<file path="config.mk">
export PLATFORM = sky130hd
export DESIGN_NAME = mem_port_arbiter
export DESIGN_NICKNAME = d
export VERILOG_FILES = /design/src/rtl/mem_port_arbiter.sv
export SDC_FILE = /design/constraint.sdc
export NUM_CORES = 1
export LEC_CHECK = 0
export CAP_MARGIN = 25
export CORE_MARGIN = 1.5
export CORE_UTILIZATION = 40
export CTS_CLUSTER_SIZE = 20
export DETAILED_ROUTE_END_ITERATION = 8
export GPL_TIMING_DRIVEN = 0
export HOLD_SLACK_MARGIN = 0.15
export PLACE_DENSITY = 0.86
export SYNTH_ARGS = -nofsm -noshare
export SYNTH_HDL_FRONTEND = slang
export SYNTH_SLANG_ARGS = --single-unit
</file>
<file path="constraint.sdc">
create_clock -name CLK -period 1.9 [get_ports CLK]
set_clock_uncertainty 0.15 [all_clocks]
set_input_delay 0.38 -clock CLK [delete_from_list [all_inputs] [get_ports CLK]]
set_output_delay 0.38 -clock CLK [all_outputs]
set_load 0.02 [all_outputs]
</file>
<file path="src/rtl/mem_port_arbiter.sv">
// Round-robin arbiter sharing one memory port between I-cache and D-cache refill paths.
// Optional watchdog on the WAIT state is enabled with `define ARB_TIMEOUT_EN.
module mem_port_arbiter #(
  parameter int ADDR_W      = 32,
  parameter int DATA_W      = 32,
  parameter int TIMEOUT_CYC = 255
) (
  input  logic              CLK,
  input  logic              RESET,
  input  logic              i_req_valid,
  input  logic [ADDR_W-1:0] i_req_addr,
  output logic              i_grant,
  output logic              i_rsp_valid,
  input  logic              d_req_valid,
  input  logic [ADDR_W-1:0] d_req_addr,
  input  logic              d_req_we,
  input  logic [DATA_W-1:0] d_req_wdata,
  output logic              d_grant,
  output logic              d_rsp_valid,
  output logic [DATA_W-1:0] rsp_data,
  output logic              mem_req_valid,
  input  logic              mem_req_ready,
  output logic [ADDR_W-1:0] mem_addr,
  output logic              mem_we,
  output logic [DATA_W-1:0] mem_wdata,
  input  logic              mem_rsp_valid,
  input  logic [DATA_W-1:0] mem_rsp_data,
  output logic              busy,
  output logic              timeout_err
);

  typedef enum logic [1:0] {
    ST_IDLE  = 2'd0,
    ST_ISSUE = 2'd1,
    ST_WAIT  = 2'd2
  } state_t;

  state_t              state_q, state_d;
  logic                i_grant_q, i_grant_d;
  logic                d_grant_q, d_grant_d;
  logic                i_rsp_valid_q, i_rsp_valid_d;
  logic                d_rsp_valid_q, d_rsp_valid_d;
  logic [DATA_W-1:0]   rsp_data_q, rsp_data_d;
  logic                mem_req_valid_q, mem_req_valid_d;
  logic [ADDR_W-1:0]   mem_addr_q, mem_addr_d;
  logic                mem_we_q, mem_we_d;
  logic [DATA_W-1:0]   mem_wdata_q, mem_wdata_d;
  logic                busy_q, busy_d;
  // High when the D side was served last, so the I side wins the next tie.
  logic                last_d_q, last_d_d;
  logic                i_elig, d_elig, pick_d;

`ifdef ARB_TIMEOUT_EN
  localparam int CNT_W = ($clog2(TIMEOUT_CYC + 1) > 8) ? $clog2(TIMEOUT_CYC + 1) : 8;
  logic [CNT_W-1:0]    cnt_q, cnt_d;
  logic                timeout_err_q, timeout_err_d;
`else
  logic [31:0]         unused_timeout_cyc;
  assign unused_timeout_cyc = 32'(TIMEOUT_CYC);
`endif

  // The stale re-request held during a response pulse must not win the port again.
  assign i_elig = i_req_valid && !i_rsp_valid_q;
  assign d_elig = d_req_valid && !d_rsp_valid_q;
  assign pick_d = d_elig && (!i_elig || !last_d_q);

  always_comb begin
    state_d         = state_q;
    i_grant_d       = i_grant_q;
    d_grant_d       = d_grant_q;
    i_rsp_valid_d   = 1'b0;
    d_rsp_valid_d   = 1'b0;
    rsp_data_d      = rsp_data_q;
    mem_req_valid_d = mem_req_valid_q;
    mem_addr_d      = mem_addr_q;
    mem_we_d        = mem_we_q;
    mem_wdata_d     = mem_wdata_q;
    last_d_d        = last_d_q;
`ifdef ARB_TIMEOUT_EN
    cnt_d           = cnt_q;
    timeout_err_d   = 1'b0;
`endif

    case (state_q)
      ST_IDLE: begin
        if (i_elig || d_elig) begin
          if (pick_d) begin
            mem_addr_d  = d_req_addr;
            mem_we_d    = d_req_we;
            mem_wdata_d = d_req_wdata;
            d_grant_d   = 1'b1;
          end else begin
            mem_addr_d  = i_req_addr;
            mem_we_d    = 1'b0;
            mem_wdata_d = '0;
            i_grant_d   = 1'b1;
          end
          mem_req_valid_d = 1'b1;
          state_d         = ST_ISSUE;
        end
      end

      ST_ISSUE: begin
        if (mem_req_ready) begin
          mem_req_valid_d = 1'b0;
          state_d         = ST_WAIT;
`ifdef ARB_TIMEOUT_EN
          cnt_d           = '0;
`endif
        end
      end

      ST_WAIT: begin
        if (mem_rsp_valid) begin
          rsp_data_d    = mem_rsp_data;
          i_rsp_valid_d = i_grant_q;
          d_rsp_valid_d = d_grant_q;
          i_grant_d     = 1'b0;
          d_grant_d     = 1'b0;
          last_d_d      = d_grant_q;
          state_d       = ST_IDLE;
        end
`ifdef ARB_TIMEOUT_EN
        // A response arriving on the timeout cycle wins over the watchdog.
        else if (cnt_q == CNT_W'(TIMEOUT_CYC - 1)) begin
          rsp_data_d    = '0;
          i_rsp_valid_d = i_grant_q;
          d_rsp_valid_d = d_grant_q;
          i_grant_d     = 1'b0;
          d_grant_d     = 1'b0;
          last_d_d      = d_grant_q;
          timeout_err_d = 1'b1;
          state_d       = ST_IDLE;
        end else begin
          cnt_d = cnt_q + 1'b1;
        end
`endif
      end

      default: begin
        state_d         = ST_IDLE;
        i_grant_d       = 1'b0;
        d_grant_d       = 1'b0;
        mem_req_valid_d = 1'b0;
      end
    endcase

    busy_d = (state_d != ST_IDLE);
  end

  always_ff @(posedge CLK or negedge RESET) begin
    if (!RESET) begin
      state_q         <= ST_IDLE;
      i_grant_q       <= 1'b0;
      d_grant_q       <= 1'b0;
      i_rsp_valid_q   <= 1'b0;
      d_rsp_valid_q   <= 1'b0;
      rsp_data_q      <= '0;
      mem_req_valid_q <= 1'b0;
      mem_addr_q      <= '0;
      mem_we_q        <= 1'b0;
      mem_wdata_q     <= '0;
      busy_q          <= 1'b0;
      last_d_q        <= 1'b1;
    end else begin
      state_q         <= state_d;
      i_grant_q       <= i_grant_d;
      d_grant_q       <= d_grant_d;
      i_rsp_valid_q   <= i_rsp_valid_d;
      d_rsp_valid_q   <= d_rsp_valid_d;
      rsp_data_q      <= rsp_data_d;
      mem_req_valid_q <= mem_req_valid_d;
      mem_addr_q      <= mem_addr_d;
      mem_we_q        <= mem_we_d;
      mem_wdata_q     <= mem_wdata_d;
      busy_q          <= busy_d;
      last_d_q        <= last_d_d;
    end
  end

`ifdef ARB_TIMEOUT_EN
  always_ff @(posedge CLK or negedge RESET) begin
    if (!RESET) begin
      cnt_q         <= '0;
      timeout_err_q <= 1'b0;
    end else begin
      cnt_q         <= cnt_d;
      timeout_err_q <= timeout_err_d;
    end
  end

  assign timeout_err = timeout_err_q;
`else
  assign timeout_err = 1'b0;
`endif

  assign i_grant       = i_grant_q;
  assign d_grant       = d_grant_q;
  assign i_rsp_valid   = i_rsp_valid_q;
  assign d_rsp_valid   = d_rsp_valid_q;
  assign rsp_data      = rsp_data_q;
  assign mem_req_valid = mem_req_valid_q;
  assign mem_addr      = mem_addr_q;
  assign mem_we        = mem_we_q;
  assign mem_wdata     = mem_wdata_q;
  assign busy          = busy_q;

endmodule

</file>
==> results of run 1 <==
final cells by class:
class,instances,area share [%]
clock inverter,5,0.805
buffer,30,3.67
tap,143,2.30
timing repair buffer,239,31.4
sequential,106,34.1
inverter,3,0.145
clock buffer,11,3.25
multi-input combinational,290,24.2
worst max path at each step:
stage | to | startpoint
final | mem_addr[18] | mem_addr[18]
after global routing | mem_addr[2] | mem_addr[2]
after CTS | mem_addr[9] | mem_addr[9]
after detailed placement | mem_addr[9] | d_req_valid
after global placement | mem_wdata[18] | RESET
after floorplan | mem_addr[10] | i_rsp_valid
layout by cell type (no fill, tap or decap), types with 2 or more instances in the layout:
master	count
o41ai_1	2
dfrtp_1	105
nor2_1	18
clkbuf_8	2
dlymetal6s2s_1	17
a21o_1	2
clkdlybuf4s50_1	214
clkinvlp_4	2
nand3_2	30
buf_6	6
buf_12	5
nand2_1	102
a21oi_2	35
clkinv_4	2
nand3_1	3
buf_2	13
o21ai_0	5
nor2_2	20
buf_4	6
clkbuf_16	9
mux2_1	27
inv_1	3
a21oi_1	31
dlygate4sd2_1	5
mux2_2	5
per-stage QoR:
step	cells	area, µm²	hold slack (ps)	power [W]	worst slack [ps]
3_5_place_dp	810	7410	245	0.0111	-193
2_1_floorplan	429	4830	-65.6	0.00792	378
4_1_cts	827	7730	325	0.0131	2.42
5_1_grt	827	7770	352	0.0137	0.258
6_report	827	7770	320	0.0129	26.1
3_3_place_gp	809	7380	300	0.0109	-3610
cells by family after synthesis:
| family | Yosys count | synth area share, % |
|---|---|---|
| compound gates | 78 | 11.5 |
| buf+inv | 33 | 6.14 |
| flops | 106 | 54.9 |
| mux | 32 | 7.46 |
| other cells | 1 | 0.0776 |
| simple gates | 179 | 20.0 |
flip-flops by register name (all words and copies together), names as in the netlist, 2 cells and up:
name / cells
state_q: 2
mem_addr: 32
rsp_data: 32
mem_wdata: 32
timing repair:
| item | in CTS | in global routing |
|---|---|---|
| hold buffers | 1 | 0 |
| cloned | 0 | 0 |
| gates resized for setup | 5 | 17 |
| endpoints found under the hold margin | 38 | 0 |
| pin swaps | 0 | 0 |
| setup endpoints to repair | 5 | 17 |
power by group through the flow:
| stage | clock network, W | registers (W) | logic [W] |
|---|---|---|---|
| after floorplan | 0 | 0.00534 | 0.00258 |
| after global placement | 0 | 0.00400 | 0.00692 |
| after detailed placement | 0 | 0.00405 | 0.00708 |
| after CTS | 0.00199 | 0.00402 | 0.00709 |
| after global routing | 0.00208 | 0.00416 | 0.00746 |
| final | 0.00195 | 0.00401 | 0.00698 |
layer usage:
metal  GRT usage, %  up-vias
met5              0        -
met4           6.83        0
met3           5.46       18
met2           39.5      150
met1           25.1     1970
li1               -     1925
==> reports/metrics.cfg, run 1 <==
[synthesis]
ys_ff_latch = 106
netlist_area_mm2 = 0.00483
synth_flop_cell = dfrtp_1
post-synth-top-count-cell = dfrtp_1
yosys.area.top_type_share_pct = 54.4
synth.avg_cell_area_um2 = 11.3
ys_seq_area_share_pct = 54.9
yosys_warnings = 0
synth.area.top_cells = dfrtp_1 54%, nand2_1 7.9%, a21oi_2 6.3%
synth_top_cell_by_area = dfrtp_1
syn_nets = 564
synthDistinctLibCells = 30
synth_edf_count = 0
synth_commonest_cells = 105 x dfrtp_1, 102 x nand2_1, 35 x a21oi_2
synth_cells = 429
async_reset_ff_share_pct = 100

[grt]
grt_overflow_total = 0
grtUsageTotal_pct = 21.7
grt_pass1_vias = 4368
grt_pass1_wl_mm = 21.8
grt_max_degree = 69
antenna_found_initial = 0

[worst_setup_path]
r2r_setup_slack_ps = 290
cp_top_family = buffers and inverters
max_stage_delay_ps = 640
worstRegToRegCells = 5
critPathLaunchType = flop
worst-path-max-fanout = 2
critPathKind = flop to output port
cp-end-kind = output port
path_depth = 1
timing.rr.start = i_rsp_valid
slowest_stage = clkdlybuf4s50_1
path_cells = clkdlybuf4s50_1
timing.rr.end = mem_addr[4]
critPathBufInv = 1
required_ps = 1370
cp.arrival_ps = 1340

[route]
viasPerCell = 4.91
firstDrtPassIters = 4
drt-met1-wl_mm = 5.40
drt_iter0_markers = 160
routed.top_layer = met4
wl_met2_mm = 7.04
wl_per_cell_um = 16.4
wl_mm = 13.6
ant_nets = 0
met3WireLength_um = 918
drt_drc_violations_left = 0
routed-via-count = 4063

[timing]
finalSetupViolations = 0
rsz0062_at_grt = no
drv_slew = 0
timing.setup.tns_ps = 0
tightestPinTransition_ps = 551
hold_violations = 0
max_freq_mhz = 534
fin_crit_ps = 1870
finalCritPeriodShare_pct = 98.6
relSlewSlack_pct = 63.3

[clock_network]
htreeDepth = 3
cts_root_buffer = clkbuf_16
clkTransAtPathRegs_ps = 70
cts_buffer_depth = 2
postCtsSetupBuffers = 0
cts_buffers = 9
clock_latency_ps = 350
cts.sinks = 106
cts_tree = yes

[die]
start_util_pct = 41.6
dieArea_mm2 = 0.0128
fp.dieW_um = 113
io_pins = 239
die_h_um = 113
core_mm2 = 0.0116
rows = 39

[cells_and_area]
drive_gt1_share_pct = 21.3
nFillCells = 891
multi_input_area_mm2 = 0.00188
syn_to_final_growth_pct = 60.8
num_antenna_cells = 0
final_core_util_pct = 66.9
nets = 814
register_area_mm2 = 0.00265

[place]
io_buffers = 237
gp_congestion = 0.785
hpwl_mm = 10.2

[pwr]
switching_power_w = 0.00514
power.share.clock_pct = 15.1
internal-power_w = 0.00780
power_frac_seq_pct = 31.0
p_comb_share_pct = 53.9
sw_frac_of_total_pct = 39.7
ir_drop_uv = 859
power_density_mw_per_mm2 = 1660
p_leak_nw = 3.50

[min_path]
min_to = mem_wdata[6]
hold_depth = 2
min_from = mem_wdata[6]
hold_path.class = flop to flop

[flow_run]
max-cap-violations = 0

[outcome]
status = finished, final reports clean

Note: power is estimated with default switching activity, not from simulation.
==> inputs of run 2 (changes only) <==
Settings changed: ABC_AREA set to 1, CORE_MARGIN 1.5 to not set, CORE_UTILIZATION 40 to 39, SETUP_SLACK_MARGIN set to 0.3.
==> run 2 against run 1 <==
Against the previous run:
- die area down 6.8%
- critical path depth up 3
- largest power group unchanged
- critical path type is now flop to flop
- synthesized cell count up 8.4%
- final area down 4.0%
- non-clock buffer count up 3
- register-to-register slack better by 20 ps
- worst hold slack better by 3.0 ps
- first-iteration DRC count up 15%
- largest cell class is now sequential cells
- synthesized area down 7.6%
==> reports/metrics.cfg, run 2 <==
[worst_setup_path]
worstRegToRegCells = 4  ; was 5
worst-path-max-fanout = 10  ; was 2
timing.rr.end = rsp_data[9]  ; was mem_addr[4]
required_ps = 1990  ; was 1370 ps
worst_path_most_repeated_cell = buf_4
critical_path.endpoint = rsp_data[9]  ; was mem_addr[18]
critPathLaunchType = flop  ; unchanged
cp.arrival_ps = 1680  ; was 1340 ps
path_cells = buf_4, nand3_4, buf_4, mux2_2  ; was clkdlybuf4s50_1
crit_path_start = state_q[1]  ; was mem_addr[18]
cp-end-kind = flop  ; was output port
critPathKind = flop to flop  ; was flop to output port
max_stage_delay_ps = 440  ; was 640 ps
timing.rr.start = state_q[1]  ; was i_rsp_valid
r2r_setup_slack_ps = 310  ; was 290 ps
slowest_stage = dfrtp_2  ; was clkdlybuf4s50_1

[die]
io_pins = 239  ; unchanged
die_h_um = 109  ; was 113 µm
dieArea_mm2 = 0.0119  ; was 0.0128 mm²
core_mm2 = 0.0110  ; was 0.0116 mm²
fp.dieW_um = 109  ; was 113 µm
rows = 38  ; was 39
start_util_pct = 40.6  ; was 41.6%

[cells_and_area]
final_common_cell = nand2_1  ; was clkdlybuf4s50_1
final_core_util_pct = 67.9  ; was 66.9%
multi_input_area_mm2 = 0.00156  ; was 0.00188 mm²
syn_to_final_growth_pct = 67.2  ; was 60.8%
num_antenna_cells = 0  ; unchanged
nFillCells = 845  ; was 891
final_cell_mix = 169 x nand2_1, 131 x clkdlybuf4s50_1, 103 x dfrtp_1, 72 x clkdlybuf4s15_1, 42 x inv_1  ; was 214 x clkdlybuf4s50_1, 105 x dfrtp_1, 102 x nand2_1, 35 x a21oi_2, 31 x a21oi_1
nets = 856  ; was 814
drive_gt1_share_pct = 17.2  ; was 21.3%
register_area_mm2 = 0.00266  ; was 0.00265 mm²

[pwr]
p_comb_share_pct = 49.8  ; was 53.9%
power.share.clock_pct = 16.5  ; was 15.1%
power_frac_seq_pct = 33.6  ; was 31.0%
switching_power_w = 0.00494  ; was 0.00514 W
power_density_mw_per_mm2 = 1610  ; was 1660 mW/mm²
sw_frac_of_total_pct = 41.1  ; was 39.7%
ir_drop_uv = 914  ; was 859 µV
fin_total_pwr_w = 0.0120  ; was 0.0129 W
internal-power_w = 0.00707  ; was 0.00780 W
p_leak_nw = 3.69  ; was 3.50 nW

[grt]
grt_pass1_vias = 4245  ; was 4368
grt_overflow_total = 0  ; unchanged
antenna_found_initial = 0  ; unchanged
grt_pass1_wl_mm = 20.8  ; was 21.8 mm
grt_util_met1_pct = 25.2  ; was 25.1%
grt_max_degree = 56  ; was 69
grt_busiest_layer = met2  ; unchanged
met2_usage_pct = 40.8  ; was 39.5%
grtUsageMet3_pct = 7.29  ; was 5.46%
grtUsageTotal_pct = 23.2  ; was 21.7%

[route]
routed-via-count = 4193  ; was 4063
ant_nets = 0  ; unchanged
wl_mm = 13.3  ; was 13.6 mm
viasPerCell = 4.84  ; was 4.91
drt_drc_violations_left = 0  ; unchanged
wl_per_cell_um = 15.4  ; was 16.4 µm
drt_iter0_markers = 184  ; was 160
firstDrtPassIters = 4  ; unchanged

[synthesis]
netlist_area_mm2 = 0.00446  ; was 0.00483 mm²
synth_commonest_cells = 172 x nand2_1, 105 x dfrtp_1, 42 x inv_1  ; was 105 x dfrtp_1, 102 x nand2_1, 35 x a21oi_2
synth_top_cell_by_area = dfrtp_1  ; unchanged
synth_flop_cell = dfrtp_1  ; unchanged
yosys.area_share.simple_pct = 19.6  ; was 20.0%
synth_cells = 465  ; was 429
muxShareOfSynthArea_pct = 8.07  ; was 7.46%
async_reset_ff_share_pct = 100  ; unchanged
synth_edf_count = 0  ; unchanged
synth.avg_cell_area_um2 = 9.60  ; was 11.3 µm²
post-synth-top-count-cell = nand2_1  ; was dfrtp_1
yosys_warnings = 0  ; unchanged
synth_top_family_by_area = simple AND/OR/NAND/NOR gates  ; unchanged
synth.area.top_cells = dfrtp_1 59%, nand2_1 14%, mux2_2 8.1%  ; was dfrtp_1 54%, nand2_1 7.9%, a21oi_2 6.3%
ys_seq_area_share_pct = 59.4  ; was 54.9%
yosys.area_share.adder_pct = 0  ; unchanged
yosys.area.top_type_share_pct = 58.9  ; was 54.4%
synthDistinctLibCells = 19  ; was 30
ys_ff_latch = 106  ; unchanged
synth_compound_area_share_pct = 6.42  ; was 11.5%
syn_nets = 600  ; was 564
synth_xor_area_share_pct = 0  ; unchanged

[min_path]
hold_path.class = flop to flop  ; unchanged

[timing]
drv_slew = 0  ; unchanged
fin_crit_ps = 1590  ; was 1870 ps
timing.setup.tns_ps = 0  ; unchanged
finalCritPeriodShare_pct = 83.7  ; was 98.6%
rsz0062_at_grt = yes  ; was no
hold_violations = 0  ; unchanged
finalSetupViolations = 0  ; unchanged
max_freq_mhz = 629  ; was 534 MHz
setup_ws_ps = 309  ; was 26.1 ps
worst_hold_slack_ps = 323  ; was 320 ps

[clock_network]
clock_latency_ps = 350  ; about the same
cts_buffers = 9  ; unchanged
clkTransAtPathRegs_ps = 70  ; about the same
cts_root_buffer = clkbuf_16  ; unchanged
cts_buffer_depth = 2  ; unchanged
cts.sinks = 106  ; unchanged
htreeDepth = 3  ; unchanged
cts_tree = yes  ; unchanged

[place]
pre_cts_ws_ps = -355  ; was -193 ps
io_buffers = 237  ; unchanged
gp_congestion = 0.811  ; was 0.785
hpwl_mm = 10.2  ; about the same

[flow_run]
max-cap-violations = 0  ; unchanged

[outcome]
status = finished, final reports clean  ; unchanged

## run 2: per-stage QoR
step                      cells  cell area, µm²
after floorplan             465            4460
after global placement      842            7010
after detailed placement    843            7040
after CTS                   865            7480
after global routing        866            7460
final                       866            7460
## run 2: layer usage
| layer | vias up | routed length (µm) | share of wire [%] |
|---|---|---|---|
| met2 | 164 | 6640 | 50 |
| met4 | 0 | 480 | 3.6 |
| met3 | 37 | 1210 | 9.1 |
| met5 | - | 0 | 0 |
| li1 | 2005 | - | - |
| met1 | 1987 | 5000 | 38 |
## run 2: layout make-up
type | count | area share, %
clock buffer | 9 | 3.02
clock inverter | 7 | 1.26
inverter | 44 | 2.25
multi-input combinational | 288 | 20.8
tap | 140 | 2.35
timing repair buffer | 245 | 31.5
sequential | 106 | 35.6
buffer | 27 | 3.17
## run 2: power by group through the flow
stage | sequential [W] | combinational (W) | clock (W)
after floorplan | 0.00535 | 0.00190 | 0
after global placement | 0.00399 | 0.00626 | 0
after detailed placement | 0.00406 | 0.00644 | 0
after CTS | 0.00402 | 0.00600 | 0.00203
after global routing | 0.00416 | 0.00648 | 0.00213
final | 0.00404 | 0.00599 | 0.00199
## run 2: worst min-delay path by stage
stage	from	end	cells after the start
after floorplan	RESET	busy	0
after global placement	mem_wdata[12]	mem_wdata[12]	2
after detailed placement	mem_wdata[12]	mem_wdata[12]	2
after CTS	mem_wdata[17]	mem_wdata[17]	2
after global routing	mem_wdata[29]	mem_wdata[29]	2
final	mem_wdata[12]	mem_wdata[12]	2
## run 2: logic make-up after synthesis
logic type	count (synthesis)
DFF	106
muxes	32
AOI/OAI and AO/OA	38
other	1
and+or+nand+nor	217
buffers and inverters	71
## run 2: worst max-delay path, delay by kind of cell (launching register included)
family | cells | cell delay, ps
DFF | 1 | 440
buffers and inverters | 2 | 370
muxes | 1 | 350
and+or+nand+nor | 1 | 160
## run 2: repair_timing
| action | CTS | global route |
|---|---|---|
| setup buffers | 4 | 1 |
| hold endpoints to repair | 50 | 0 |
| gates resized for setup | 200 | 108 |
| pin swaps | 5 | 3 |
| cloned | 1 | 0 |
| hold buffers | 1 | 0 |
| setup endpoints to repair | 198 | 208 |
==> inputs of run 3 (changes only) <==
Clock period 1.9 ns to 1.6 ns, I/O delays scaled along.
==> run 3 against run 2 <==
Against the previous run:
- the flow now finishes with violations (hold timing, setup timing)
- global-route usage up 2.5 points
- count of clock-buffer cells in the layout increased by 2
- sequential power is 27% higher
- critical path type unchanged
- maximum frequency fell by 1.8%
==> reports/metrics.cfg, run 3 (synthesized netlist as in run 2, its figures left out) <==
[die]
io_pins = 239  ; unchanged
dieArea_mm2 = 0.0119  ; unchanged
die_h_um = 109  ; unchanged
fp.dieW_um = 109  ; unchanged
core_mm2 = 0.0110  ; unchanged
start_util_pct = 40.6  ; unchanged
rows = 38  ; unchanged

[clock_network]
cts_tree = yes  ; unchanged
cts_buffer_depth = 2  ; unchanged
clkTransAtPathRegs_ps = 70  ; about the same
cts_buffers = 9  ; unchanged
cts.sinks = 106  ; unchanged
cts_root_buffer = clkbuf_16  ; unchanged
clock_latency_ps = 340  ; was 350 ps
htreeDepth = 3  ; unchanged

[timing]
tightestPinTransition_ps = 566
worst_hold_slack_ps = -187  ; was 323 ps
rsz0062_at_grt = yes  ; unchanged
relSlewSlack_pct = 62.2
finalCritPeriodShare_pct = 101  ; was 83.7%
finalSetupViolations = 2  ; was 0
max_freq_mhz = 617  ; was 629 MHz
fin_crit_ps = 1620  ; was 1590 ps
drv_slew = 0  ; unchanged
hold_violations = 40  ; was 0
setup_ws_ps = -20.2  ; was 309 ps

[worst_setup_path]
worst_path_most_repeated_cell = nand2_1  ; was buf_4
worstRegToRegCells = 7  ; was 4
timing.rr.end = mem_addr[14]  ; was rsp_data[9]
r2r_setup_slack_ps = -20  ; was 310 ps
slowest_stage = dfstp_2  ; was dfrtp_2
timing.rr.start = last_d_q  ; was state_q[1]
worst-path-max-fanout = 9  ; was 10
cp.arrival_ps = 1680  ; about the same
cp-end-kind = flop  ; unchanged
max_stage_delay_ps = 560  ; was 440 ps
path_cells = nand3_4, nand2_4, buf_12, clkbuf_16, nand2_1, o211ai_1, nand2_1  ; was buf_4, nand3_4, buf_4, mux2_2
critPathKind = flop to flop  ; unchanged
required_ps = 1660  ; was 1990 ps
critPathLaunchType = flop  ; unchanged

[cells_and_area]
nFillCells = 618  ; was 845
final_cell_mix = 131 x clkdlybuf4s50_1, 129 x nand2_1, 116 x buf_6, 101 x dfrtp_1, 75 x buf_4  ; was 169 x nand2_1, 131 x clkdlybuf4s50_1, 103 x dfrtp_1, 72 x clkdlybuf4s15_1, 42 x inv_1
nets = 939  ; was 856
syn_to_final_growth_pct = 97.3  ; was 67.2%
final_common_cell = clkdlybuf4s50_1  ; was nand2_1
final_core_util_pct = 80.2  ; was 67.9%
register_area_mm2 = 0.00266  ; about the same
num_antenna_cells = 0  ; unchanged
multi_input_area_mm2 = 0.00179  ; was 0.00156 mm²
drive_gt1_share_pct = 42.4  ; was 17.2%

[route]
drt_drc_violations_left = 0  ; unchanged
wl_mm = 16.9  ; was 13.3 mm
ant_nets = 0  ; unchanged
viasPerCell = 4.94  ; was 4.84
wl_per_cell_um = 17.8  ; was 15.4 µm
routed-via-count = 4686  ; was 4193
firstDrtPassIters = 4  ; unchanged
drt_iter0_markers = 238  ; was 184

[place]
io_buffers = 237  ; unchanged
gp_congestion = 0.824  ; was 0.811
hpwl_mm = 10.7  ; was 10.2 mm

[outcome]
violations = hold timing, setup timing
status = finished with violations  ; was finished, final reports clean

[grt]
grt_pass1_wl_mm = 23.0  ; was 20.8 mm
antenna_found_initial = 0  ; unchanged
grtUsageTotal_pct = 25.7  ; was 23.2%
grt_pass1_vias = 4681  ; was 4245
grt_overflow_total = 0  ; unchanged
grt_max_degree = 66  ; was 56

[pwr]
p_leak_nw = 4.43  ; was 3.69 nW
ir_drop_uv = 1180  ; was 914 µV
power_density_mw_per_mm2 = 2060  ; was 1610 mW/mm²

[min_path]
hold_path.class = primary input to async pin  ; was flop to flop

[flow_run]
max-cap-violations = 0  ; unchanged

==> run 3: changes by cell type in the layout (fill, tap and decap cells not counted), moves of 31 or more <==
| cell | before | now |
|---|---|---|
| nand2_2 | 2 | 37 |
| buf_6 | 6 | 116 |
| clkdlybuf4s15_1 | 72 | 0 |
| clkbuf_2 | 34 | 3 |
| buf_4 | 12 | 75 |
| nand2_1 | 169 | 129 |
==> run 3: routing by layer <==
metal / up-vias / part of all wire [%] / track usage [%]
li1: 2163 / - / -
met1: 2261 / 35 / 26.8
met5: - / 0 / 0
met4: 0 / 3.9 / 11.8
met3: 47 / 7.1 / 6.16
met2: 215 / 54 / 48.4
==> run 3: layout make-up <==
class / instances / area share (%)
timing repair inverter: 1 / 0.185
sequential: 106 / 30.2
clock buffer: 11 / 2.87
inverter: 44 / 2.07
buffer: 27 / 4.08
multi-input combinational: 288 / 20.4
timing repair buffer: 327 / 37.5
clock inverter: 5 / 0.710
tap: 140 / 1.99
==> run 3: where the power goes <==
part	leakage [nW]	switching [W]	internal, W
clock	0.148	0.000988	0.00131
combinational	2.98	0.00503	0.00569
sequential	1.30	0.00109	0.00405
==> run 3: metrics by stage <==
step	cells	area, µm²	setup WS (ps)	total power [W]	TNS (ps)
3_3_place_gp	842	7100	-4130	0.0123	-426680
6_report	949	8810	-20.2	0.0181	-28.6
3_5_place_dp	843	7120	-470	0.0127	-35010
5_1_grt	949	8810	-51.9	0.0190	-1120
4_1_cts	901	8140	23.9	0.0166	0
2_1_floorplan	465	4550	75.1	0.00875	0
==> run 3: how the worst max path moves through the flow <==
| stage | startpoint | to | slack, ps | cells past startpoint |
|---|---|---|---|---|
| after CTS | d_rsp_valid | mem_addr[21] | 20 | 6 |
| after detailed placement | d_req_valid | mem_wdata[9] | -470 | 8 |
| after floorplan | state_q[1] | mem_wdata[10] | 80 | 7 |
| after global routing | state_q[1] | mem_wdata[18] | -50 | 7 |
| final | last_d_q | mem_addr[14] | -20 | 7 |
| after global placement | RESET | d_rsp_valid | -4130 | 1 |
==> run 3: critical path: cells and delay by family (launching register included) <==
| family | cells | cell delay [ps] |
|---|---|---|
| AND/OR/NAND/NOR | 4 | 360 |
| flip-flops | 1 | 560 |
| AO/OA/AOI/OAI | 1 | 120 |
| buffers and inverters | 2 | 300 |
==> run 3: what timing repair did <==
action / 4_1_cts / 5_1_grt
hold endpoints to repair: 40 / 40
gates cloned: 4 / 3
setup endpoints to repair: 208 / 208
buffers inserted: 38 / 45
gates resized for setup: 676 / 83
pin swaps: 15 / 9
